**src/rtl/prog_loader.sv**
```systemverilog
`default_nettype none
// ============================================================================
//  Module   : prog_loader
//  Purpose  : Receives a little-endian byte stream (16-bit word count followed
//             by packed 32-bit words), writes the words into instruction
//             memory, and holds the CPU in reset until the load completes.
//  Revision : 1.0 - initial release
// ============================================================================
module prog_loader #(
    parameter int ADDR_W = 8
) (
    input  logic              clk,
    input  logic              reset,
    input  logic              start,
    input  logic              in_valid,
    input  logic [7:0]        in_data,
    output logic              in_ready,
    output logic              imem_we,
    output logic [ADDR_W-1:0] imem_addr,
    output logic [31:0]       imem_wdata,
    output logic              cpu_hold,
    output logic              busy,
    output logic              done,
    output logic              err,
    output logic [15:0]       words_loaded
);

    // Word count limit; 17 bits so a 16-bit address space still compares correctly.
    localparam logic [16:0] c_DEPTH = 17'(1 << ADDR_W);

    typedef enum logic [2:0] {
        S_IDLE  = 3'd0,
        S_LEN0  = 3'd1,
        S_LEN1  = 3'd2,
        S_DATA  = 3'd3,
        S_FLUSH = 3'd4,
        S_DONE  = 3'd5
    } state_t;

    state_t              r_state;
    state_t              w_state_nxt;
    logic [15:0]         r_len;
    logic [15:0]         w_len_nxt;
    logic [1:0]          r_lane;
    logic [1:0]          w_lane_nxt;
    logic [23:0]         r_acc;
    logic [23:0]         w_acc_nxt;

    logic                w_in_ready_nxt;
    logic                w_we_nxt;
    logic [ADDR_W-1:0]   w_addr_nxt;
    logic [31:0]         w_wdata_nxt;
    logic                w_hold_nxt;
    logic                w_busy_nxt;
    logic                w_done_nxt;
    logic                w_err_nxt;
    logic [15:0]         w_wl_nxt;

    logic                w_xfer;
    logic [15:0]         w_len_full;

    assign w_xfer     = in_valid & in_ready;
    // Full word count as it becomes known when the high length byte arrives.
    assign w_len_full = {in_data, r_len[7:0]};

    // State and registered outputs; reset abandons any partial word.
    always_ff @(posedge clk or negedge reset) begin
        if (!reset) begin
            r_state      <= S_IDLE;
            r_len        <= 16'd0;
            r_lane       <= 2'd0;
            r_acc        <= 24'd0;
            in_ready     <= 1'b0;
            imem_we      <= 1'b0;
            imem_addr    <= '0;
            imem_wdata   <= 32'd0;
            cpu_hold     <= 1'b1;
            busy         <= 1'b0;
            done         <= 1'b0;
            err          <= 1'b0;
            words_loaded <= 16'd0;
        end else begin
            r_state      <= w_state_nxt;
            r_len        <= w_len_nxt;
            r_lane       <= w_lane_nxt;
            r_acc        <= w_acc_nxt;
            in_ready     <= w_in_ready_nxt;
            imem_we      <= w_we_nxt;
            imem_addr    <= w_addr_nxt;
            imem_wdata   <= w_wdata_nxt;
            cpu_hold     <= w_hold_nxt;
            busy         <= w_busy_nxt;
            done         <= w_done_nxt;
            err          <= w_err_nxt;
            words_loaded <= w_wl_nxt;
        end
    end

    // Next-state and next-output decode; every output is a register, so this
    // computes the value each output takes after the coming edge.
    always_comb begin
        w_state_nxt    = r_state;
        w_len_nxt      = r_len;
        w_lane_nxt     = r_lane;
        w_acc_nxt      = r_acc;
        w_in_ready_nxt = in_ready;
        w_we_nxt       = 1'b0;
        w_addr_nxt     = imem_addr;
        w_wdata_nxt    = imem_wdata;
        w_hold_nxt     = cpu_hold;
        w_busy_nxt     = busy;
        w_done_nxt     = done;
        w_err_nxt      = err;
        w_wl_nxt       = words_loaded;

        case (r_state)
            S_IDLE, S_DONE: begin
                if (start) begin
                    w_state_nxt    = S_LEN0;
                    w_lane_nxt     = 2'd0;
                    w_acc_nxt      = 24'd0;
                    w_in_ready_nxt = 1'b1;
                    w_busy_nxt     = 1'b1;
                    w_hold_nxt     = 1'b1;
                    w_done_nxt     = 1'b0;
                    w_err_nxt      = 1'b0;
                    w_wl_nxt       = 16'd0;
                end
            end
            S_LEN0: begin
                if (w_xfer) begin
                    w_len_nxt   = {8'h00, in_data};
                    w_state_nxt = S_LEN1;
                end
            end
            S_LEN1: begin
                if (w_xfer) begin
                    w_len_nxt = w_len_full;
                    if (w_len_full == 16'd0) begin
                        // Empty program: release the CPU straight away.
                        w_state_nxt    = S_DONE;
                        w_in_ready_nxt = 1'b0;
                        w_busy_nxt     = 1'b0;
                        w_done_nxt     = 1'b1;
                        w_hold_nxt     = 1'b0;
                    end else if ({1'b0, w_len_full} > c_DEPTH) begin
                        // Program larger than memory: refuse it, CPU stays held.
                        w_state_nxt    = S_DONE;
                        w_in_ready_nxt = 1'b0;
                        w_busy_nxt     = 1'b0;
                        w_err_nxt      = 1'b1;
                    end else begin
                        w_state_nxt = S_DATA;
                    end
                end
            end
            S_DATA: begin
                if (w_xfer) begin
                    if (r_lane == 2'd3) begin
                        // words_loaded doubles as the index of the word being built.
                        w_we_nxt    = 1'b1;
                        w_addr_nxt  = words_loaded[ADDR_W-1:0];
                        w_wdata_nxt = {in_data, r_acc};
                        w_wl_nxt    = words_loaded + 16'd1;
                        w_lane_nxt  = 2'd0;
                        if (words_loaded == (r_len - 16'd1)) begin
                            w_state_nxt    = S_FLUSH;
                            w_in_ready_nxt = 1'b0;
                        end
                    end else begin
                        w_lane_nxt = r_lane + 2'd1;
                        case (r_lane)
                            2'd0:    w_acc_nxt[7:0]   = in_data;
                            2'd1:    w_acc_nxt[15:8]  = in_data;
                            default: w_acc_nxt[23:16] = in_data;
                        endcase
                    end
                end
            end
            S_FLUSH: begin
                // Final write pulse is on the bus this cycle.
                w_state_nxt = S_DONE;
                w_busy_nxt  = 1'b0;
                w_done_nxt  = 1'b1;
                w_hold_nxt  = 1'b0;
            end
            default: begin
                w_state_nxt = S_IDLE;
            end
        endcase
    end

endmodule
`default_nettype wire

```
**config.mk**
```make
export PLATFORM = sky130hd
export DESIGN_NAME = prog_loader
export DESIGN_NICKNAME = d
export VERILOG_FILES = /design/src/rtl/prog_loader.sv
export SDC_FILE = /design/constraint.sdc
export NUM_CORES = 1
export LEC_CHECK = 0
export CORE_ASPECT_RATIO = 0.75
export CORE_MARGIN = 4
export CORE_UTILIZATION = 45
export DETAILED_ROUTE_END_ITERATION = 8
export PLACE_DENSITY = 0.68
export SLEW_MARGIN = 20
export SYNTH_ARGS = -nofsm -noshare
export SYNTH_HDL_FRONTEND = slang
export SYNTH_SLANG_ARGS = --single-unit
```
**constraint.sdc**
```tcl
create_clock -name clk -period 2.25 [get_ports clk]
set_input_delay 0.3375 -clock clk [delete_from_list [all_inputs] [get_ports clk]]
set_output_delay 0.3375 -clock clk [all_outputs]
set_load 0.02 [all_outputs]
```
==> run_results.csv <==
group,metric,value,unit
critical_path,cp-end-kind,"flop",
clock_network,cts.sinks,107,
yosys,syn_area,5120,um2
global_routing,grtUsageTotal,19.4,%
layout,syn_to_final_growth,31.2,%
clock_network,cts_tree,"yes",
global_routing,grt_pass1_vias,4065,
critical_path,slowest_stage,"or4_4",
floorplanning,die-area,13200,um2
layout,utilization,60.9,%
critical_path,crit_path_cell_trace,"or4_4 -> o41ai_4 -> nand2_1 -> o21ai_0 -> o211ai_1 -> and4b_2 -> o211ai_1",
yosys,synth_edf_count,0,
clock_network,cts.clk_slew.worst_paths,0.08,ns
clock_network,htree_levels,3,
layout,final_net_count,658,
layout,antenna_cells,0,
yosys,synth_top_area_share,51.8,%
floorplanning,die_h,100,um
critical_path,crit_arrival,2.48,ns
global_routing,grt_pass1_wl,20500,um
floorplanning,pin_count,74,
placed_design,place_area,6340,um2
placed_design,io_buffer_count,73,
critical_path,r2r_cells,7,
power,leakage,0.00316,uW
floorplanning,fp.dieW,131,um
critical_path,worst-path-max-fanout,4,
yosys,synth_largest_area_cell,"dfrtp_1",
layout,final_common_cell,"nand2_1",
routing,viasPerCell,5.29,
sta,maxSlewViolCount,0,
outcome,violations,"negative setup slack",
placed_design,place.gp.congestion,0.871,
power,p_per_area,1000,nW/um2
sta,fin_crit_sh,100,%
routing,drc,0,
routing,vias,4154,
clock_network,clock_latency,0.35,ns
sta,fin_ws,-0.0106,ns
critical_path,cp.depth,7,
floorplanning,rows,33,
layout,mostFrequentLayoutCells,"163 x nand2_1, 104 x dfrtp_1, 72 x clkdlybuf4s50_1, 45 x buf_4",
global_routing,grt_antenna_before_repair,0,
sta,tightest_slew,0.555,ns
routing,wirelength,12400,um
yosys,ys_seq_elements,107,
floorplanning,core-area,11000,um2
global_routing,grt_max_degree,52,
global_routing,gr-total-overflow,0,
sta,setup_viol,2,
yosys,synth_warnings,0,
placed_design,dpl.hpwl,9030,um
routing,firstDrtPassIters,5,
clock_network,cts_root_buf,"clkbuf_16",
yosys,synth_fp_nets,549,
sta,rsz0062_at_grt,"yes",
routing,wl_per_cell,15.8,um
clock_network,cts_buffers,9,
clock_network,cts.path.max_buffers,2,
critical_path,crit_required,2.47,ns
critical_path,critical_path_class,"reg2reg",
sta,fmax,0.442,GHz
yosys,yosysSeqAreaShare,52.3,%
yosys,synthArstFlopShare,100,%
sta,hold_viol,0,
sta,whs,0.397,ns
routing,dr.first_iter.drc_count,260,
sta,min_period,2.26,ns
critical_path,cp-start-kind,"flop",
critical_path,cp_top_family,"simple AND/OR/NAND/NOR gates",
critical_path,path_common_cell,"o211ai_1",
routing,antenna_left,0,
yosys,synth.avg_cell_area,9.65,um2
worst_hold_path,hold_class,"in2async",
floorplanning,initial_utilization,46.5,%
outcome,status,"finished with violations",
sta,clock_skew,0.00969,ns
critical_path,slowest_delay,0.61,ns
layout,fill_cells,913,
yosys,yosys-top-cells-area,"dfrtp_1 52%, nand2_1 12%, mux2_2 5.5%",
layout,layout-drive-gt1-share,18.3,%
sta,max-slew-margin-rel,62.8,%
critical_path,cp_num_buf_inv,0,
layout,finalInstanceArea,6720,um2
power,vdd_drop_max,0.648,mV
flow_run,drv_cap,0,
yosys,postSynthCellCount,531,
yosys,synth_flop_cell,"dfrtp_1",
yosys,synth_cell_types,56,
==> cells in the mapped netlist (all sizes together), types with 5 or more instances <==
library cell  instances
nand2               163
nor2b                 5
buf                  10
a22o                  9
xor2                 17
and2                  8
or3                   8
o21ai                27
nor4                  5
a21oi                13
mux2                 25
nor2                 29
nand3                 7
nand2b                5
nand4                 6
ha                    6
xnor2                14
clkbuf               14
dfrtp               106
inv                   9
==> cells by family (layout without fill, tap and decap cells) <==
| logic type | after synthesis | count (layout) | synth area share [%] |
|---|---|---|---|
| simple gates | 256 | 256 | 23.3 |
| flops | 107 | 107 | 52.3 |
| compound gates | 71 | 71 | 9.14 |
| buf+inv | 33 | 147 | 2.61 |
| xor+xnor | 31 | 31 | 5.30 |
| mux | 27 | 27 | 5.89 |
| fa+ha+maj | 6 | 6 | 1.47 |
==> stage by stage <==
stage          cells  setup slack, ns  total power, uW  TNS (ns)
6_report         785          -0.0106             6740   -0.0112
5_1_grt          785          -0.0945             7130    -0.298
4_1_cts          783          0.00445             6800         0
3_5_place_dp     766           -0.142             5210    -0.912
3_3_place_gp     766          -0.0821             5140    -0.412
2_1_floorplan    531           0.0399             4060         0
==> sequential cells by signal (all words and copies together) (netlist names) <==
| name | flops |
|---|---|
| words_loaded | 16 |
| r_acc | 24 |
| r_state | 3 |
| err | 1 |
| in_ready | 1 |
| r_lane | 2 |
| imem_addr | 8 |
| imem_we | 1 |
| imem_wdata | 32 |
| cpu_hold | 1 |
| r_len | 16 |
| busy | 1 |
| done | 1 |
==> cell type report <==
class	instances	area, um2	share of cell area [%]
Clock buffer	12	236	3.52
Inverter	9	33.8	0.503
Timing Repair Buffer	122	1150	17.1
Multi-Input combinational cell	391	2390	35.6
Tap cell	140	175	2.61
Clock inverter	4	51.3	0.764
Sequential cell	107	2680	39.9
==> where the power goes <==
| group | switching (uW) | internal (uW) | total [uW] |
|---|---|---|---|
| Sequential | 360 | 2500 | 2860 |
| Combinational | 1160 | 1160 | 2310 |
| Clock | 709 | 866 | 1570 |
| Total | 2220 | 4520 | 6740 |
==> routing by layer <==
layer	global-route usage, %	wire length [um]	up-vias
met5	0	0	-
met4	5.89	166	0
met3	4.51	651	15
met2	30.9	5660	111
met1	26.8	5960	2038
li1	-	-	1990
==> path summary, 6_finish.rpt <==
path	to	start	slack [ns]
min	words_loaded[12]	reset	0.40
max	r_state[0]	r_len[3]	-0.01
min reg2reg	cpu_hold	cpu_hold	0.47
min in group clk	cpu_hold	cpu_hold	0.47
max in group asynchronous	imem_wdata[18]	reset	1.09
max reg2reg	r_state[0]	r_len[3]	-0.01
==> timing repair <==
| item | CTS | global route |
|---|---|---|
| buffers inserted | 0 | 2 |
| gates cloned | 0 | 0 |
| resized for setup | 6 | 9 |
| hold buffers | 1 | 0 |
| pin swaps | 4 | 7 |
| hold endpoints to repair | 17 | 0 |
| setup endpoints to repair | 4 | 9 |
(Power assumes the default switching activity.)
